<file path="src/rtl/spi_slave_frame_rx.sv">
// SPI slave that receives 32-bit frames (24 data bits + CRC-8) and returns a
// 24-bit response word with its CRC-8 on miso during the same frame.
module spi_slave_frame_rx (
    input  logic        clk,
    input  logic        rstn,
    input  logic        sck,
    input  logic        csn,
    input  logic        mosi,
    output logic        miso,
    input  logic [23:0] tx_data,
    input  logic        tx_load,
    output logic [23:0] rx_data,
    output logic [7:0]  rx_crc,
    output logic        rx_crc_err,
    output logic        rx_valid,
    input  logic        rx_ready,
    output logic        frame_err,
    output logic        overrun
);

    typedef enum logic [1:0] {IDLE, SHIFT, CHECK} state_t;

    function automatic logic [7:0] crc8_bit(input logic [7:0] crc, input logic b);
        logic fb;
        fb = crc[7] ^ b;
        return {crc[6:0], 1'b0} ^ (fb ? 8'h1D : 8'h00);
    endfunction

    function automatic logic [7:0] crc8_24(input logic [23:0] d);
        logic [7:0] c;
        c = 8'hFF;
        for (int i = 23; i >= 0; i--) begin
            c = crc8_bit(c, d[i]);
        end
        return c;
    endfunction

    logic        r_sck_s1, r_sck_s2, r_sck_d;
    logic        r_csn_s1, r_csn_s2, r_csn_d;
    logic        r_mosi_s1, r_mosi_s2;
    logic        r_flush, r_armed;
    state_t      r_state, w_state_nxt;
    logic [31:0] r_tx_sr, r_rx_sr;
    logic [23:0] r_tx_buf, r_rx_data;
    logic [7:0]  r_rx_crc, r_crc_calc;
    logic [5:0]  r_bit_cnt;
    logic        r_miso, r_rx_crc_err, r_rx_valid, r_frame_err, r_overrun;

    logic w_sck_rise, w_sck_fall, w_csn_fall, w_csn_rise, w_accept;
    logic w_start, w_deliver, w_ovr, w_ferr;

    always_ff @(posedge clk or negedge rstn) begin
        if (!rstn) begin
            r_sck_s1  <= 1'b0;
            r_sck_s2  <= 1'b0;
            r_sck_d   <= 1'b0;
            r_csn_s1  <= 1'b1;
            r_csn_s2  <= 1'b1;
            r_csn_d   <= 1'b1;
            r_mosi_s1 <= 1'b0;
            r_mosi_s2 <= 1'b0;
            r_flush   <= 1'b0;
            r_armed   <= 1'b0;
        end else begin
            r_sck_s1  <= sck;
            r_sck_s2  <= r_sck_s1;
            r_sck_d   <= r_sck_s2;
            r_csn_s1  <= csn;
            r_csn_s2  <= r_csn_s1;
            r_csn_d   <= r_csn_s2;
            r_mosi_s1 <= mosi;
            r_mosi_s2 <= r_mosi_s1;
            r_flush   <= 1'b1;
            // Only arm after csn is genuinely seen high, so a frame cut by reset is not resumed.
            if (r_flush && r_csn_s1)
                r_armed <= 1'b1;
        end
    end

    assign w_sck_rise = r_sck_s2 & ~r_sck_d;
    assign w_sck_fall = ~r_sck_s2 & r_sck_d;
    assign w_csn_fall = r_armed & ~r_csn_s2 & r_csn_d;
    assign w_csn_rise = r_csn_s2 & ~r_csn_d;
    assign w_accept   = r_rx_valid & rx_ready;

    always_ff @(posedge clk or negedge rstn) begin
        if (!rstn)
            r_state <= IDLE;
        else
            r_state <= w_state_nxt;
    end

    always_comb begin
        w_state_nxt = r_state;
        w_start     = 1'b0;
        w_deliver   = 1'b0;
        w_ovr       = 1'b0;
        w_ferr      = 1'b0;
        case (r_state)
            IDLE: begin
                if (w_csn_fall) begin
                    w_state_nxt = SHIFT;
                    w_start     = 1'b1;
                end
            end
            SHIFT: begin
                if (w_csn_rise)
                    w_state_nxt = CHECK;
            end
            CHECK: begin
                w_state_nxt = IDLE;
                if (r_bit_cnt == 6'd32) begin
                    if (!r_rx_valid || w_accept)
                        w_deliver = 1'b1;
                    else
                        w_ovr = 1'b1;
                end else begin
                    w_ferr = 1'b1;
                end
            end
            default: w_state_nxt = IDLE;
        endcase
    end

    always_ff @(posedge clk or negedge rstn) begin
        if (!rstn) begin
            r_tx_buf     <= 24'h0;
            r_tx_sr      <= 32'h0;
            r_rx_sr      <= 32'h0;
            r_crc_calc   <= 8'hFF;
            r_bit_cnt    <= 6'd0;
            r_miso       <= 1'b0;
            r_rx_data    <= 24'h0;
            r_rx_crc     <= 8'h0;
            r_rx_crc_err <= 1'b0;
            r_rx_valid   <= 1'b0;
            r_frame_err  <= 1'b0;
            r_overrun    <= 1'b0;
        end else begin
            if (tx_load)
                r_tx_buf <= tx_data;

            if (w_start) begin
                r_tx_sr    <= {r_tx_buf, crc8_24(r_tx_buf)};
                r_bit_cnt  <= 6'd0;
                r_crc_calc <= 8'hFF;
            end else if (r_state == SHIFT) begin
                if (w_sck_rise)
                    r_tx_sr <= {r_tx_sr[30:0], 1'b0};
                if (w_sck_fall && (r_bit_cnt < 6'd32)) begin
                    r_rx_sr   <= {r_rx_sr[30:0], r_mosi_s2};
                    r_bit_cnt <= r_bit_cnt + 6'd1;
                    if (r_bit_cnt < 6'd24)
                        r_crc_calc <= crc8_bit(r_crc_calc, r_mosi_s2);
                end
            end

            // Using the next state keeps miso low for the whole CHECK cycle.
            if (w_state_nxt != SHIFT)
                r_miso <= 1'b0;
            else if ((r_state == SHIFT) && w_sck_rise)
                r_miso <= r_tx_sr[31];

            r_frame_err <= w_ferr;
            r_overrun   <= w_ovr;

            if (w_deliver) begin
                r_rx_data    <= r_rx_sr[31:8];
                r_rx_crc     <= r_rx_sr[7:0];
                r_rx_crc_err <= (r_crc_calc != r_rx_sr[7:0]);
                r_rx_valid   <= 1'b1;
            end else if (w_accept) begin
                r_rx_valid <= 1'b0;
            end
        end
    end

    assign miso       = r_miso;
    assign rx_data    = r_rx_data;
    assign rx_crc     = r_rx_crc;
    assign rx_crc_err = r_rx_crc_err;
    assign rx_valid   = r_rx_valid;
    assign frame_err  = r_frame_err;
    assign overrun    = r_overrun;

endmodule

</file>
<file path="config.mk">
export PLATFORM = sky130hd
export DESIGN_NAME = spi_slave_frame_rx
export DESIGN_NICKNAME = d
export VERILOG_FILES = /design/src/rtl/spi_slave_frame_rx.sv
export SDC_FILE = /design/constraint.sdc
export NUM_CORES = 1
export LEC_CHECK = 0
export CELL_PAD_IN_SITES_DETAIL_PLACEMENT = 0
export CELL_PAD_IN_SITES_GLOBAL_PLACEMENT = 1
export CORE_MARGIN = 5
export CORE_UTILIZATION = 42
export DETAILED_ROUTE_END_ITERATION = 8
export PLACE_DENSITY_LB_ADDON = 0.1
export RECOVER_POWER = 100
export SYNTH_ARGS = -nofsm -noshare
export SYNTH_HDL_FRONTEND = slang
export SYNTH_SLANG_ARGS = --single-unit
</file>
<file path="constraint.sdc">
create_clock -name clk -period 2.6 [get_ports clk]
set_input_delay 0.52 -clock clk [delete_from_list [all_inputs] [get_ports clk]]
set_output_delay 0.52 -clock clk [all_outputs]
set_load 0.05 [all_outputs]
</file>
==> results of run 1 <==
-- cell families after synthesis --
| logic type | Yosys count | synth area share [%] |
|---|---|---|
| muxes | 101 | 16.7 |
| AOI/OAI and AO/OA | 42 | 3.64 |
| other | 1 | 0.0556 |
| adders and majority gates | 2 | 0.371 |
| DFF | 151 | 56.3 |
| and+or+nand+nor | 98 | 6.35 |
| xor gates and xnor gates | 83 | 14.8 |
| buffers and inverters | 30 | 1.82 |
-- cell usage after synthesis (3+ instances only) --
library cell,number,share of area (%)
nor4_1,4,0.37
dfrtp_1,140,52
xnor2_2,4,0.97
xor2_1,22,2.9
nor2b_1,3,0.28
dfstp_2,11,4.3
o22ai_1,23,2.1
mux2_2,93,16
nor2_1,56,3.1
buf_1,4,0.22
a21oi_1,4,0.30
o21ai_0,7,0.52
xnor3_1,7,2.3
o21ai_1,5,0.37
nor3_1,3,0.22
nand2_1,20,1.1
mux2i_1,8,1.2
xnor2_1,41,5.3
clkbuf_1,21,1.2
xnor3_2,3,1.1
-- worst reg2reg max path: stages, from the launching register on --
cell	delay [ns]
dfrtp_1	0.40
buf_4	0.16
xnor2_2	0.21
xor3_1	0.41
xnor3_1	0.40
xnor3_1	0.33
xnor2_2	0.22
xnor2_1	0.15
o21ai_1	0.08
-- registers in the layout (all words and copies together), names as in the netlist, 2 cells and up --
signal	flops
r_bit_cnt	6
r_crc_calc	8
r_rx_sr	32
r_state	2
r_tx_buf	24
r_tx_sr	32
rx_crc	8
rx_data	24
-- how the worst max path moves through the flow --
stage / startpoint / endpoint / slack [ns] / cells past startpoint
2_1_floorplan: r_tx_buf[21] / r_tx_sr[3] / 0.07 / 8
3_3_place_gp: r_tx_buf[21] / r_tx_sr[2] / 0.06 / 7
3_5_place_dp: r_tx_buf[21] / r_tx_sr[2] / 0.01 / 7
4_1_cts: r_tx_buf[21] / r_tx_sr[2] / 0.02 / 7
5_1_grt: r_tx_buf[16] / r_tx_sr[3] / -0.03 / 7
6_report: r_tx_buf[17] / r_tx_sr[5] / 0.11 / 8
-- layout make-up --
type	count	area, µm²	area share, %
multi-input cells	327	2900	34.7
clock inverters	14	126	1.51
clock buffers	18	439	5.26
repair buffers	89	812	9.73
well taps	216	270	3.24
inverters	2	7.51	0.0900
flip-flops and latches	151	3790	45.5
-- through the flow --
stage / worst slack (ns) / cell area, µm²
6_report: 0.110 / 8350
5_1_grt: -0.0291 / 8350
4_1_cts: 0.0193 / 8350
3_5_place_dp: 0.0107 / 7790
3_3_place_gp: 0.0644 / 7790
2_1_floorplan: 0.0729 / 6740
-- power by group through the flow --
stage | Clock (mW) | Sequential [mW] | Combinational, mW
floorplan | 0 | 3.02 | 2.77
global placement | 0 | 3.11 | 3.28
detailed placement | 0 | 3.12 | 3.32
CTS | 2.41 | 3.08 | 3.35
global route | 2.52 | 3.14 | 3.69
finish | 2.34 | 3.07 | 3.36
-- what timing repair did --
action	4_1_cts	5_1_grt
cloned	0	0
buffers inserted	0	2
pin swaps	1	4
setup endpoints to repair	1	5
resized for setup	0	9
-- layer usage --
layer	part of all wire (%)	GRT usage, %	wire length [µm]
met5	0	0	0
met4	1.1	3.86	138
met3	4.4	4.34	546
met2	51	24.4	6270
met1	44	18.6	5450
==> results.json, run 1 <==
{
  "ys_seq_area_share_pct": 56.3,
  "final_common_cell": "dfrtp_1",
  "sw_frac_of_total_pct": 31.5,
  "grt_max_degree": 60,
  "power.leakage_nw": 3.87,
  "clock_skew_ns": 0.00724,
  "nets": 621,
  "clkPwrFrac_pct": 26.7,
  "fin_crit_sh_pct": 95.8,
  "grt_pass1_wl_mm": 21.3,
  "seq_power_share_pct": 35.1,
  "clk_path_buf_depth": 2,
  "min_to": "r_sck_s2",
  "critPathMaxStageDelay_ns": 0.41,
  "vias": 4003,
  "r2r_cells": 8,
  "async_flop_share_pct": 100,
  "critPathCaptureType": "flop",
  "min_path_cells": 0,
  "min_period_ns": 2.49,
  "initialDrtViolationCount": 182,
  "worstPathRequired_ns": 2.88,
  "clk_pin_slew_ns": 0.06,
  "crit_type": "reg -> reg",
  "ctsHoldBuffers": 0,
  "critical_path.max_fanout": 3,
  "rows": 46,
  "layout-drive-gt1-share_pct": 29.0,
  "crit_arrival_ns": 2.77,
  "fin_cells": 817,
  "grt_use_total_pct": 14.6,
  "die_h_um": 137,
  "cts_root_buffer": "clkbuf_16",
  "mostFrequentLayoutCells": "139 x dfrtp_1, 93 x mux2_2, 56 x nor2_1",
  "maxSlewHeadroom_pct": 1.94,
  "cts_tree": "done",
  "hold_viol": 0,
  "power_density_nw_per_um2": 1050,
  "status": "finished, final reports clean",
  "worst_pin_slew_ns": 1.47,
  "fillerInstances": 1380,
  "critPathLaunchType": "flop",
  "die_w_um": 137,
  "initial_utilization_pct": 42.6,
  "drc_errors": 0,
  "wl_mm": 12.4,
  "setup_viol": 0,
  "utilization_pct": 52.7,
  "area_growth_pct": 23.8,
  "syn_avg_cell_area_um2": 13.3,
  "gp_congestion": 0.782,
  "syn_inst": 508,
  "clk_latency_ns": 0.42,
  "hp-class": "reg -> reg",
  "switchingPower_mw": 2.76,
  "clkSinkCount": 151,
  "portBuffers": 67,
  "ys_ff_latch": 151,
  "gr-total-overflow": 0,
  "hold_ws_ns": 0.350,
  "r2r_start": "r_tx_buf[17]",
  "ys_warn_count": 0,
  "timing.fmax_ghz": 0.402,
  "via_per_inst": 4.90,
  "synth_ff_type": "dfrtp_1",
  "path_cells": "buf_4, xnor2_2, xor3_1, xnor3_1, xnor3_1, xnor2_2, xnor2_1, o21ai_1",
  "pwr-share-comb_pct": 38.3,
  "antenna_found_initial": 0,
  "total_power_mw": 8.77,
  "placed_cells": 783,
  "holdCritStartpoint": "r_sck_s1",
  "synth_area_um2": 6740,
  "ir_worst_vdd_mv": 0.710,
  "syn-num-nets": 541,
  "r2r_setup_slack_ns": 0.11,
  "drtPass1Iterations": 4,
  "ant_nets": 0,
  "critPathSlowestCell": "xor3_1",
  "slew_viol_final": 0,
  "fp.coreArea_um2": 15800,
  "io_pins": 68,
  "drt-wirelength-per-cell_um": 15.2,
  "r2r_end": "r_tx_sr[5]",
  "diodes": 0,
  "intPower_mw": 6.01,
  "numCtsBuffers": 17,
  "cp_num_buf_inv": 1,
  "cpLargestDelayFamily": "XOR/XNOR gates",
  "drv_cap": 0,
  "synth.distinct_cells": 42,
  "synth_edf_count": 0,
  "cts_max_level": 4,
  "tns_ns": 0,
  "die-area_um2": 18700,
  "grt_pass1_vias": 4179,
  "hpwl_mm": 8.59
}
No activity file was read; power rests on OpenSTA's default activity.
==> run 2, diff against run 1 <==
--- a/config.mk
+++ b/config.mk
@@ -7,7 +7,6 @@
 export LEC_CHECK = 0
 export CELL_PAD_IN_SITES_DETAIL_PLACEMENT = 0
 export CELL_PAD_IN_SITES_GLOBAL_PLACEMENT = 1
-export CORE_MARGIN = 5
 export CORE_UTILIZATION = 42
 export DETAILED_ROUTE_END_ITERATION = 8
 export PLACE_DENSITY_LB_ADDON = 0.1
==> results.json, run 2 (synthesized netlist as in run 1, its figures left out) <==
{
  "die-area_um2": 16600,
  "grt_max_degree": 59,
  "multiInputGateArea_um2": 2880,
  "power_density_nw_per_um2": 1060,
  "placed_cells": 780,
  "hold_viol": 0,
  "cts_tree": "done",
  "area_growth_pct": 24.3,
  "mostFrequentLayoutCells": "140 x dfrtp_1, 93 x mux2_2, 56 x nor2_1",
  "drtPass1Iterations": 4,
  "portBuffers": 67,
  "via_per_inst": 4.91,
  "grt_use_met2_pct": 26.4,
  "crit_type": "reg -> reg",
  "clk_pin_slew_ns": 0.07,
  "layout-drive-gt1-share_pct": 29.0,
  "gp_congestion": 0.832,
  "grt_pass1_vias": 4231,
  "r2r_cells": 7,
  "die_h_um": 129,
  "drt-wirelength-per-cell_um": 15.8,
  "grt_use_met3_pct": 4.95,
  "clock_skew_ns": 0.0115,
  "clk_path_buf_depth": 2,
  "top_regs": "r_rx_sr x32, r_tx_sr x32",
  "worst_pin_slew_ns": 1.35,
  "r2r_start": "r_tx_buf[16]",
  "power.leakage_nw": 3.90,
  "fillerInstances": 1299,
  "rows": 45,
  "r2r_setup_slack_ns": 0.11,
  "fin_crit_sh_pct": 95.7,
  "vias": 4003,
  "clk_latency_ns": 0.42,
  "io_pins": 68,
  "r2r_end": "r_tx_sr[0]",
  "setup_viol": 0,
  "antenna_found_initial": 0,
  "clkSinkCount": 151,
  "die_w_um": 129,
  "fin_cells": 815,
  "min_period_ns": 2.49,
  "critPathCaptureType": "flop",
  "critPathLaunchType": "flop",
  "drv_cap": 0,
  "grt_pass1_wl_mm": 22.0,
  "wl_mm": 12.9,
  "initial_utilization_pct": 43.7,
  "status": "finished, final reports clean",
  "initialDrtViolationCount": 204,
  "diodes": 0,
  "total_power_mw": 8.86,
  "critical_path.max_fanout": 5,
  "busiest_layer": "met2",
  "grt_use_total_pct": 17.3,
  "slew_viol_final": 0,
  "grt_util_met1_pct": 24.5,
  "final_common_cell": "dfrtp_1",
  "ir_worst_vdd_mv": 0.604,
  "nets": 624,
  "hpwl_mm": 8.54,
  "numCtsBuffers": 17,
  "timing.fmax_ghz": 0.402,
  "ctsHoldBuffers": 0,
  "utilization_pct": 54.3,
  "seq_area_um2": 3790,
  "ant_nets": 0,
  "maxSlewHeadroom_pct": 9.77,
  "hp-class": "in -> async",
  "gr-total-overflow": 0,
  "crit_arrival_ns": 2.78,
  "drc_errors": 0,
  "cts_max_level": 4,
  "worstPathRequired_ns": 2.89,
  "fp.coreArea_um2": 15400,
  "cts_root_buffer": "clkbuf_16"
}
==> run 2: cell types whose count changed in the layout (fill, tap and decap cells not counted), sizes merged <==
cell | previous run | this run
buf | 13 | 17
inv | 5 | 9
clkinvlp | 5 | 2
clkinv | 5 | 3
==> run 2: timing repair <==
item | 4_1_cts | 5_1_grt
endpoints found under the setup margin | 0 | 4
resized for setup | 0 | 6
buffers inserted | 0 | 3
==> run 2: worst max-delay path by stage <==
stage                       startpoint    endpoint  slack [ns]  depth (start not counted)
after floorplan           r_tx_buf[21]  r_tx_sr[3]        0.07                          8
after global placement    r_tx_buf[17]  r_tx_sr[2]        0.09                          7
after detailed placement  r_tx_buf[17]  r_tx_sr[2]        0.03                          7
after CTS                 r_tx_buf[17]  r_tx_sr[2]        0.02                          7
final                     r_tx_buf[16]  r_tx_sr[0]        0.11                          7
after global routing      r_tx_buf[16]  r_tx_sr[3]      -0.002                          7
==> run 2: critical path, cell delays in order, from the launching register on <==
cell and delay, ns:
dfrtp_1 0.48, xnor2_2 0.27, xnor3_2 0.44, xnor2_4 0.25, xor3_2 0.44, xnor2_2 0.24
xnor2_1 0.16, o21ai_1 0.07
==> run 2: layout make-up <==
class                      instances  area share, %
clock buffer                      19           5.41
inverter                           2         0.0896
clock inverter                    13           1.61
multi-input combinational        327           34.4
timing repair buffer              92           10.1
tap                              211           3.15
sequential                       151           45.3
==> run 2: report_power, final <==
part	internal, mW	leakage (nW)	switching, mW	total, mW
logic	1.89	1.72	1.46	3.35
registers	2.76	1.90	0.319	3.08
clock network	1.40	0.284	1.03	2.43
total	6.05	3.90	2.82	8.86
==> run 2: per-stage QoR <==
| step | hold WS, ns | setup slack (ns) | cell area, µm² | setup TNS [ns] |
|---|---|---|---|---|
| final | 0.342 | 0.111 | 8380 | 0 |
| after global routing | 0.360 | -0.00175 | 8380 | -0.00237 |
| after CTS | 0.0503 | 0.0155 | 8390 | 0 |
| after detailed placement | 0.340 | 0.0302 | 7800 | 0 |
| after global placement | 0.336 | 0.0937 | 7800 | 0 |
| after floorplan | 0.224 | 0.0729 | 6740 | 0 |
==> run 2: per-layer routing <==
| metal | vias to the layer above | share of wire [%] | wire [µm] |
|---|---|---|---|
| met5 | - | 0 | 0 |
| met3 | 5 | 3.2 | 408 |
| met2 | 52 | 46 | 5910 |
| met1 | 2046 | 50 | 6460 |
| li1 | 1900 | - | - |
| met4 | 0 | 0.67 | 86 |
==> run 3, diff against run 2 <==
--- a/config.mk
+++ b/config.mk
@@ -5,9 +5,11 @@
 export SDC_FILE = /design/constraint.sdc
 export NUM_CORES = 1
 export LEC_CHECK = 0
+export ABC_CLOCK_PERIOD_IN_PS = 2600
 export CELL_PAD_IN_SITES_DETAIL_PLACEMENT = 0
 export CELL_PAD_IN_SITES_GLOBAL_PLACEMENT = 1
 export CORE_UTILIZATION = 42
+export CTS_CLUSTER_DIAMETER = 60
 export DETAILED_ROUTE_END_ITERATION = 8
 export PLACE_DENSITY_LB_ADDON = 0.1
 export RECOVER_POWER = 100
==> results of run 3 <==
The final DEF is identical to that of run 2; final timing and power are the same.
